==> src/rtl/ps2_host_tx.sv <==
// Host-to-device PS/2 command transmitter driving open-drain clock/data via output enables.
// Define PS2_TX_RETRY_EN to retry once (same byte) after a NACK or timeout.
module ps2_host_tx #(
    parameter int unsigned INHIBIT_CYCLES = 5000,
    parameter int unsigned TIMEOUT_CYCLES = 1000000
) (
    input  logic       clk,
    input  logic       clrn,
    input  logic [7:0] tx_data,
    input  logic       tx_valid,
    output logic       tx_ready,
    input  logic       ps2_clk_in,
    input  logic       ps2_data_in,
    output logic       ps2_clk_oe,
    output logic       ps2_data_oe,
    output logic       busy,
    output logic       done,
    output logic       ack_ok,
    output logic       err
);

    localparam int unsigned MaxCnt = (INHIBIT_CYCLES > TIMEOUT_CYCLES) ?
                                     INHIBIT_CYCLES : TIMEOUT_CYCLES;
    localparam int unsigned CntW = $clog2(MaxCnt + 1);
    localparam logic [CntW-1:0] InhibitMax = CntW'(INHIBIT_CYCLES - 1);
    localparam logic [CntW-1:0] TimeoutMax = CntW'(TIMEOUT_CYCLES - 1);

    typedef enum logic [2:0] {
        StIdle,
        StInhibit,
        StReq,
        StAck,
        StWaitIdle
    } state_e;

    state_e          state_q, state_d;
    logic [CntW-1:0] cnt_q, cnt_d;
    logic [3:0]      idx_q, idx_d;
    logic [9:0]      frame_q, frame_d;
    logic            data_oe_q, data_oe_d;
    logic            done_q, done_d;
    logic            err_q, err_d;
    logic            ack_ok_q, ack_ok_d;
`ifdef PS2_TX_RETRY_EN
    logic            retry_q, retry_d;
`endif

    logic [1:0] clk_sync_q, data_sync_q;
    logic       clk_prev_q;
    logic       clk_s, data_s, fall;
    logic       transfer, timeout;

    // Lines idle high, so the synchronizers reset to 1 to avoid a false fall.
    always_ff @(posedge clk or negedge clrn) begin
        if (!clrn) begin
            clk_sync_q  <= 2'b11;
            data_sync_q <= 2'b11;
            clk_prev_q  <= 1'b1;
        end else begin
            clk_sync_q  <= {clk_sync_q[0], ps2_clk_in};
            data_sync_q <= {data_sync_q[0], ps2_data_in};
            clk_prev_q  <= clk_sync_q[1];
        end
    end

    assign clk_s  = clk_sync_q[1];
    assign data_s = data_sync_q[1];
    assign fall   = clk_prev_q & ~clk_s;

    assign transfer = (state_q == StReq) || (state_q == StAck) || (state_q == StWaitIdle);
    assign timeout  = transfer && !fall && (cnt_q == TimeoutMax);

    always_comb begin
        state_d   = state_q;
        cnt_d     = cnt_q;
        idx_d     = idx_q;
        frame_d   = frame_q;
        data_oe_d = data_oe_q;
        ack_ok_d  = ack_ok_q;
        done_d    = 1'b0;
        err_d     = 1'b0;
`ifdef PS2_TX_RETRY_EN
        retry_d   = retry_q;
`endif

        if (transfer) begin
            cnt_d = fall ? '0 : cnt_q + CntW'(1);
        end

        unique case (state_q)
            StIdle: begin
                if (tx_valid) begin
                    frame_d  = {1'b1, ~^tx_data, tx_data};
                    ack_ok_d = 1'b0;
                    cnt_d    = '0;
                    state_d  = StInhibit;
`ifdef PS2_TX_RETRY_EN
                    retry_d  = 1'b0;
`endif
                end
            end
            StInhibit: begin
                if (cnt_q == InhibitMax) begin
                    cnt_d     = '0;
                    idx_d     = '0;
                    data_oe_d = 1'b1;
                    state_d   = StReq;
                end else begin
                    cnt_d = cnt_q + CntW'(1);
                end
            end
            StReq: begin
                if (fall) begin
                    data_oe_d = ~frame_q[idx_q];
                    idx_d     = idx_q + 4'd1;
                    if (idx_q == 4'd9) begin
                        state_d = StAck;
                    end
                end
            end
            StAck: begin
                if (fall) begin
                    ack_ok_d = ~data_s;
                    state_d  = StWaitIdle;
                end
            end
            StWaitIdle: begin
                if (clk_s && data_s) begin
`ifdef PS2_TX_RETRY_EN
                    if (!ack_ok_q && !retry_q) begin
                        retry_d = 1'b1;
                        cnt_d   = '0;
                        state_d = StInhibit;
                    end else begin
                        done_d  = 1'b1;
                        state_d = StIdle;
                    end
`else
                    done_d  = 1'b1;
                    state_d = StIdle;
`endif
                end
            end
            default: state_d = StIdle;
        endcase

        // Abort has priority over anything the state decode chose this cycle.
        if (timeout) begin
            data_oe_d = 1'b0;
            done_d    = 1'b0;
            cnt_d     = '0;
`ifdef PS2_TX_RETRY_EN
            if (!retry_q) begin
                retry_d = 1'b1;
                state_d = StInhibit;
            end else begin
                err_d   = 1'b1;
                state_d = StIdle;
            end
`else
            err_d   = 1'b1;
            state_d = StIdle;
`endif
        end
    end

    always_ff @(posedge clk or negedge clrn) begin
        if (!clrn) begin
            state_q   <= StIdle;
            cnt_q     <= '0;
            idx_q     <= '0;
            frame_q   <= '0;
            data_oe_q <= 1'b0;
            done_q    <= 1'b0;
            err_q     <= 1'b0;
            ack_ok_q  <= 1'b0;
        end else begin
            state_q   <= state_d;
            cnt_q     <= cnt_d;
            idx_q     <= idx_d;
            frame_q   <= frame_d;
            data_oe_q <= data_oe_d;
            done_q    <= done_d;
            err_q     <= err_d;
            ack_ok_q  <= ack_ok_d;
        end
    end

`ifdef PS2_TX_RETRY_EN
    always_ff @(posedge clk or negedge clrn) begin
        if (!clrn) begin
            retry_q <= 1'b0;
        end else begin
            retry_q <= retry_d;
        end
    end
`endif

    assign ps2_clk_oe  = (state_q == StInhibit);
    assign ps2_data_oe = data_oe_q;
    assign busy        = (state_q != StIdle);
    assign tx_ready    = (state_q == StIdle);
    assign done        = done_q;
    assign err         = err_q;
    assign ack_ok      = ack_ok_q;

endmodule

==> config.mk <==
export PLATFORM = sky130hd
export DESIGN_NAME = ps2_host_tx
export DESIGN_NICKNAME = d
export VERILOG_FILES = /design/src/rtl/ps2_host_tx.sv
export SDC_FILE = /design/constraint.sdc
export NUM_CORES = 1
export LEC_CHECK = 0
export ABC_AREA = 0
export BUFFER_PORTS_ARGS = -buffer_cell sky130_fd_sc_hd__clkbuf_2
export CORE_ASPECT_RATIO = 1.2
export CORE_MARGIN = 1
export CORE_UTILIZATION = 60
export CTS_BUF_LIST = sky130_fd_sc_hd__clkbuf_4 sky130_fd_sc_hd__clkbuf_8
export CTS_CLUSTER_SIZE = 24
export DETAILED_ROUTE_END_ITERATION = 12
export PLACE_DENSITY = 0.81
export SYNTH_ARGS = -nofsm -noshare
export SYNTH_HDL_FRONTEND = slang
export SYNTH_SLANG_ARGS = --single-unit
export TNS_END_PERCENT = 10
==> constraint.sdc <==
create_clock -name clk -period 5.2 [get_ports clk]
set_clock_uncertainty 0.1 [all_clocks]
set_input_delay 1.04 -clock clk [delete_from_list [all_inputs] [get_ports clk]]
set_output_delay 1.04 -clock clk [all_outputs]
set_load 0.005 [all_outputs]
Yosys cells after proc, flatten, opt, wreduce, memory -nomap -nowiden

Cells that the tools add are included.

Input port bits: 13
Logic and storage cells: 82
Output and inout port bits: 7
Register bits after elaboration: 46

Reductions and logical operators: 17
Equal/unequal tests: 17
Multiplexer cells: 30
Magnitude comparators: 1
Bitwise gates (word level): 4
Add/sub/neg operators: 2

Operators by type and width:

| operator                | count |
|---|---|
| $mux W20                | 5 |
| $pmux W20 S2            | 1 |
| $mux W3                 | 7 |
| $add A20 B1 Y20 const B | 1 |
| $eq A20 B13 Y1 const B  | 1 |
| $eq A20 B20 Y1 const B  | 1 |
| $pmux W3 S5             | 1 |
| $mux W1                 | 10 |
| $ne A3 B2 Y1 const B    | 3 |
| $reduce_and A3 Y1       | 3 |
| $mux W4                 | 2 |
| $pmux W4 S2             | 1 |
| $reduce_xnor A8 Y1      | 1 |
| $eq A3 B2 Y1 const B    | 2 |
| $ne A2 B2 Y1 const B    | 3 |
| $ne A3 B3 Y1 const B    | 2 |
| $reduce_and A6 Y1       | 1 |
| $reduce_bool A3 Y1      | 2 |
| $lt A4 B5 Y1 const B    | 1 |
| $add A4 B1 Y4 const B   | 1 |
| $bmux W1 S4             | 1 |
| $eq A4 B4 Y1 const B    | 1 |
| $pmux W1 S2             | 2 |
| $reduce_bool A2 Y1      | 2 |
| other kinds (11)        | 16 |

Depth between registers and ports, before layout

Gate-level depths: netlist of the first run.

Depth in word-level cells: 7
Gate-level depth with buffers: 9
Depth with buffers taken out: 8

Least setup slack after synthesis of the first run

No wires, ideal clock.

Path type: reg2reg
Start: register cnt_q[16]
End: register cnt_q[9]
Cell stages (with the launch flop): 8
Arrival: 2.107 ns
Data required time: 4.963 ns
Path buffers: 1
Clock period less this slack: 2.344 ns
Slack: 2.856 ns
Library setup time: 0.137 ns
Cell sequence: dfrtp_1 -> or4_1 -> or4_4 -> o21ai_4 -> a21oi_2 -> buf_2 -> a31oi_1 -> a31oi_1

Cells in the longest elaborated chain, start to end: 4
Elaborated cells on any way between the ends: 6
Classes of those cells: 2 x eq/ne; 3 x mux; 1 x reduce/logical

RTL lines:

| what                   | line | source |
|---|---|---|
| from (decl)            | 37   | `logic [CntW-1:0] cnt_q, cnt_d;` |
| from (signal assigned) | 179  | `cnt_q <= cnt_d;` |
| $eq A20 B13 Y1         | 103  | `if (cnt_q == InhibitMax) begin` |
| $mux W20               | 103  |  |
| $pmux W20 S2           | 90   | `unique case (state_q)` |
| $mux W20 (*)           | 148  | `if (timeout) begin` |
| net cnt_d[9]           | 37   |  |

The timed path passes the listed nets; every way through them passes the cells marked *.
A chain may end at the register's enable or synchronous reset.

Final worst setup path of the first run

Start: register clk_sync_q[1]
End: register cnt_q[5]

Cells in the longest elaborated chain, start to end: 7
Elaborated cells on any way between the ends: 10
Classes of those cells: 5 x mux; 2 x bitwise; 3 x reduce/logical

RTL lines:

| what                   | line | source |
|---|---|---|
| from (decl)            | 48   | `logic [1:0] clk_sync_q, data_sync_q;` |
| from (signal assigned) | 60   | `clk_sync_q <= {clk_sync_q[0], ps2_clk_in};` |
| $not A1 Y1 (*)         | 68   | `assign fall = clk_prev_q & ~clk_s;` |
| $and A1 B1 Y1 (*)      | 68   |  |
| $mux W20               | 87   | `cnt_d = fall ? '0 : cnt_q + CntW'(1);` |
| $mux W20               | 86   | `if (transfer) begin` |
| $mux W20               | 92   | `if (tx_valid) begin` |
| $pmux W20 S2           | 90   |  |
| $mux W20 (*)           | 148  |  |
| net cnt_d[5]           | 37   |  |

Marked as above.

==> impl_metrics.yaml, run 1 <==
floorplan:
  die_footprint_mm2: 0.00450
  initial_utilization_pct: 63.5
  die_h_um: 73.3
  io-pin-count: 20
  core-area_mm2: 0.00400
  dieWidth_um: 61.4
  rows: 25
final_layout:
  area_delta_synth_final_pct: 8.27
  fin_nets: 293
  diode_count: 0
  layout-drive-gt1-share_pct: 21.6
cts:
  holdBufCountCts: 0
  clock_latency_on_the_worst_skew_pair_ns: 0.30
  cts.reportedPaths.clkPinSlew_ns: 0.09
  clock_tree.root_cell: "clkbuf_8"
  clock_tree.buffer_depth: 2
  post-cts-setup-buffers: 0
  cts.htree.levels: 2
  cts_tree: "built"
  cts_resized: 0
  cts.sinks: 46
  tritoncts.num_buffers: 5
placement:
  dp_hpwl_um: 3760
  port-buffer-count: 19
  detailedPlace.worstSlack_ns: 2.24
  gp_congestion: 0.893
logic_synthesis:
  syn-num-nets: 278
  ys_seq_elements: 46
  yosysTopAreaCell: "dfrtp_1"
  yosys-top-cells-count: "dfrtp_1 (41), nand2_1 (29), nand3_1 (17), nor2_1 (15), a21oi_1 (13)"
  ys.flop_type: "dfrtp_1"
  yosys.cell_count.top_type: "dfrtp_1"
  synth.lib_cells_used.distinct: 60
  cells_after_synthesis: 262
  synth_async_sr_flop_share_pct: 100
  synth_edf_count: 0
  synthesis.area_per_instance_um2: 9.70
  ys_seq_area_share_pct: 45.5
  synth.top_cells.by_area: "dfrtp_1 (40%), dfstp_2 (5.2%), nand2_1 (4.3%)"
  synth_top_area_share_pct: 40.4
  synth.cell_area_mm2: 0.00254
  synth_warnings: 0
global_routing:
  globalRouteMet2Util_pct: 44.4
  first_global_vias: 1936
  use_met1_pct: 31.2
  grtUsageTotal_pct: 26.4
  grt_remaining_overflow: 0
  maximum_number_of_pins_on_one_net_before_global_route_repair: 47
  gr-usage-met3_pct: 5.63
  grt_antenna_before_repair: 0
  global_route.peak_usage_layer: "met2"
  grt_pass1_wl_um: 8610
route:
  remaining_drc_errors: 0
  drt-wirelength-per-cell_um: 15.7
  wl_um: 5230
  routed_via_density: 6.18
  initialDrtViolationCount: 130
  vias: 2053
  drt-pass1-iter-count: 4
  antenna_left: 0
pwr:
  static-leakage-power_nw: 1.17
  powerDensity_mw_per_mm2: 470
  post-layout-total-power_mw: 1.29
  max-vdd-ir-drop_mv: 0.349
sta:
  tns_ns: 0
  grt_setup_unrepaired: "false"
  clock.fmax_ghz: 0.333
  hold_slack_ns: 0.258
  timing_worst_slew_pin_value_ns: 1.03
  finalCriticalPeriod_ns: 3.01
  slew_headroom_pct: 30.6
  report.final.slew_viol_count: 0
  report.final.setup_viol: 0
  final.period_utilization_pct: 57.8
  hold_viol: 0
  timing.final.ws_setup_ns: 2.19
min_path:
  timing.hold.worst.start: "data_sync_q[0]$_DFF_PN1_"
  whs_path_depth: 0
  holdPathEnd: "data_sync_q[1]$_DFF_PN1_"
  hold_class: "flip-flop to flip-flop"
setup_path:
  data_required_time_of_the_critical_path_ns: 5.30
  cp_data_arrival_time_ns: 3.10
  timing.critical_path.from_type: "flip-flop"
  kind_of_critical_path: "flip-flop to flip-flop"
  worstRegToRegCells: 6
  critPathCaptureType: "flip-flop"
  maximum_fanout_along_the_worst_path: 14
  reg2reg_from: "clk_sync_q[1]$_DFF_PN1_"
  terminus_of_the_critical_flop_to_flop_path: "cnt_q[5]$_DFF_PN0_"
  ff2ff_setup_slack_ns: 2.19
run_status:
  result_of_the_run: "finished clean"
flow_run:
  maxCapViolations: 0
logic make-up (layout without fill, tap and decap cells):
family	Yosys count	in the layout	synth area share [%]
muxes	17	17	8.12
DFF	46	46	45.5
and+or+nand+nor	110	110	23.7
xor gates and xnor gates	8	8	2.76
AOI/OAI and AO/OA	59	59	14.8
adders and majority gates	3	3	1.48
buffers and inverters	19	35	3.59
power breakdown:
part	switching [mW]	total [mW]	internal, mW
Sequential	0.117	0.573	0.456
Combinational	0.258	0.489	0.230
Clock	0.118	0.231	0.113
Total	0.494	1.29	0.799
how the worst max path moves through the flow:
stage,from,to,cells past startpoint
5_1_grt,state_q[0]$_DFFE_PN0P_,cnt_q[5]$_DFF_PN0_,6
2_1_floorplan,cnt_q[16]$_DFF_PN0_,cnt_q[9]$_DFF_PN0_,7
6_report,clk_sync_q[1]$_DFF_PN1_,cnt_q[5]$_DFF_PN0_,6
4_1_cts,clk_sync_q[1]$_DFF_PN1_,cnt_q[5]$_DFF_PN0_,6
3_3_place_gp,clk_sync_q[1]$_DFF_PN1_,cnt_q[5]$_DFF_PN0_,6
3_5_place_dp,clk_sync_q[1]$_DFF_PN1_,cnt_q[5]$_DFF_PN0_,6
per-layer routing:
metal	part of all wire, %	wire, um
met1	40	2110
met2	51	2690
met3	4.7	246
met4	3.5	184
met5	0	0
layout make-up:
| cell class | instances | area, um2 |
|---|---|---|
| multi-input combinational | 197 | 1300 |
| clock inverter | 1 | 5.00 |
| timing repair buffer | 21 | 110 |
| clock buffer | 7 | 90.1 |
| fill | 347 | 1250 |
| inverter | 6 | 22.5 |
| sequential | 46 | 1160 |
| tap | 54 | 67.6 |
cells in the final DEF (no fill, tap or decap), types with 2 or more instances in the layout:
master	count
nand3b_1	3
buf_4	2
and2b_2	2
o21ai_1	9
mux2_2	9
or3_1	3
and3_1	2
nand3_1	17
o31ai_1	2
a41oi_1	3
clkbuf_8	6
dfstp_2	5
nor4_1	2
or4_1	3
nand2b_1	3
clkbuf_2	19
o21ai_0	9
ha_1	3
nand4_1	5
xnor2_1	7
dfrtp_1	41
nor3_1	7
nand2_1	29
inv_1	6
nor3b_1	2
nor4b_1	2
a31oi_1	6
mux2i_1	6
and2_1	2
o21a_1	3
nor2_1	15
o22ai_1	2
mux4_2	2
a21oi_1	13
metrics by stage:
stage          std cells  utilization [%]  cell area (um2)
6_report             332             68.7             2750
5_1_grt              332             68.7             2750
4_1_cts              332             68.7             2750
3_5_place_dp         324             66.3             2660
3_3_place_gp         324             66.3             2660
2_1_floorplan        262                -             2540
registers in the layout, summed over array words and instances (netlist names):
| signal | cells |
|---|---|
| clk_prev_q | 1 |
| cnt_q | 20 |
| state_q | 3 |
| ack_ok | 1 |
| data_sync_q | 2 |
| done | 1 |
| frame_q | 10 |
| ps2_data_oe | 1 |
| err | 1 |
| idx_q | 4 |
| clk_sync_q | 2 |
worst max-delay path, cell delays in order (launching register included):
cell	delay, ns
dfstp_2	0.56
nand2b_1	0.20
o211ai_1	0.37
nor4_2	0.99
a21oi_2	0.28
a21o_1	0.24
a22o_1	0.17
(Power assumes the default switching activity.)
==> run 2: changes to the inputs <==
- CORE_UTILIZATION: 60 -> 56
- PLACE_DENSITY: 0.81 -> 0.79
- clock period: 5.2 -> 2.5 ns (I/O delays scaled with it)
==> impl_metrics.yaml, run 2 (synthesis gave the netlist of run 1 again) <==
sta:
  clock.fmax_ghz: 0.417
  final.period_utilization_pct: 96.0
  report.final.slew_viol_count: 0
  report.final.setup_viol: 0
  hold_viol: 0
  hold_slack_ns: 0.0820
  slew_headroom_pct: 61.7
  finalCriticalPeriod_ns: 2.40
  grt_setup_unrepaired: "false"
  tns_ns: 0
  timing_worst_slew_pin_value_ns: 0.575
placement:
  dp_hpwl_um: 4020
  port-buffer-count: 19
  gp_congestion: 0.904
floorplan:
  die_footprint_mm2: 0.00481
  io-pin-count: 20
  dieWidth_um: 63.5
  initial_utilization_pct: 59.2
  core-area_mm2: 0.00429
  rows: 26
  die_h_um: 75.8
cts:
  holdBufCountCts: 0
  clock_tree.root_cell: "clkbuf_8"
  cts.htree.levels: 2
  tritoncts.num_buffers: 5
  cts.sinks: 46
  clock_latency_on_the_worst_skew_pair_ns: 0.30
  cts.reportedPaths.clkPinSlew_ns: 0.08
  clock_tree.buffer_depth: 2
  cts_tree: "built"
final_layout:
  reg_top3: "cnt_q x20, frame_q x10, idx_q x4"
  fin_nets: 306
  layout-drive-gt1-share_pct: 25.4
  num-fill-cells: 357
  diode_count: 0
  layout_commonest_cell: "dfrtp_1"
  commonest_cells_after_routing_fill_and_taps_aside: "dfrtp_1 (41), nand2_1 (29), clkbuf_2 (19)"
  largest_register_ffs: 20
  area_delta_synth_final_pct: 13.2
  largest_register: "cnt_q"
pwr:
  max-vdd-ir-drop_mv: 0.718
  static-leakage-power_nw: 1.24
  powerDensity_mw_per_mm2: 967
  post-layout-total-power_mw: 2.78
route:
  wl_um: 5580
  initialDrtViolationCount: 182
  antenna_left: 0
  drt-wirelength-per-cell_um: 16.1
  remaining_drc_errors: 0
  drt-pass1-iter-count: 4
  vias: 2105
  routed_via_density: 6.07
global_routing:
  maximum_number_of_pins_on_one_net_before_global_route_repair: 26
  grt_remaining_overflow: 0
  grtUsageTotal_pct: 24.8
  grt_antenna_before_repair: 0
  grt_pass1_wl_um: 9110
  first_global_vias: 2027
setup_path:
  critPathCaptureType: "flip-flop"
  kind_of_critical_path: "flip-flop to flip-flop"
  maximum_fanout_along_the_worst_path: 7
  data_required_time_of_the_critical_path_ns: 2.64
  ff2ff_setup_slack_ns: 0.1
  cp_data_arrival_time_ns: 2.54
  timing.critical_path.from_type: "flip-flop"
run_status:
  result_of_the_run: "finished clean"
min_path:
  hold_class: "input port to asynchronous set/reset pin"
flow_run:
  maxCapViolations: 0
run 2: changes by cell type in the layout (fill, tap and decap cells not counted), sizes merged:
cell / previous run / this run
buf: 2 / 14
clkbuf: 26 / 27
clkinv: 1 / 0
o21ai: 19 / 20
run 2: power breakdown:
group	leakage, nW	switching [mW]	internal [mW]	total, mW
combinational	0.607	0.576	0.545	1.12
sequential	0.581	0.228	0.948	1.18
clock	0.0523	0.237	0.247	0.485
total	1.24	1.04	1.74	2.78
run 2: through the flow:
step           cells  worst slack, ns  cell area (um2)  util [%]
2_1_floorplan    262            0.156             2540         -
3_3_place_gp     336           0.0870             2750      64.0
3_5_place_dp     336           0.0275             2750      64.0
4_1_cts          344          0.00483             2840      66.2
5_1_grt          347           0.0237             2880      67.0
6_report         347           0.0991             2880      67.0
run 2: final timing paths:
kind | startpoint | endpoint | depth (start not counted)
setup / recovery | cnt_q[17]$_DFF_PN0_ | idx_q[3]$_DFFE_PN0P_ | 6
hold / removal | clrn | cnt_q[9]$_DFF_PN0_ | 1
setup reg to reg | cnt_q[17]$_DFF_PN0_ | idx_q[3]$_DFFE_PN0P_ | 6
hold reg to reg | clk_sync_q[0]$_DFF_PN1_ | clk_sync_q[1]$_DFF_PN1_ | 0
max in group asynchronous | clrn | clk_prev_q$_DFF_PN1_ | 2
min in group clk | ps2_clk_in | clk_sync_q[0]$_DFF_PN1_ | 1
run 2: what timing repair did:
item                       CTS  global route
setup endpoints to repair    0             6
setup buffers                0             2
gates resized for setup      0             2
run 2: area by class of cell:
type                    count  area, um2  share of cell area, %
flip-flops and latches     46       1160                   40.2
repair buffers             33        213                   7.39
well taps                  56       70.1                   2.44
clock buffers               8       97.6                   3.39
multi-input cells         198       1320                   45.8
inverters                   6       22.5                  0.783
run 2: routing by layer:
metal / GRT usage (%) / share of wire (%)
met1: 29.1 / 42
met2: 44.8 / 52
met3: 3.29 / 3.9
met4: 13.1 / 2.7
met5: 0 / 0
run 2: critical path, cell delays in order, from the launching register on:
cell     delay, ns
dfrtp_1       0.38
or4_1         0.51
or4_4         0.48
nor3_4        0.18
nor2_2        0.10
or4_1         0.49
nand3_1       0.09
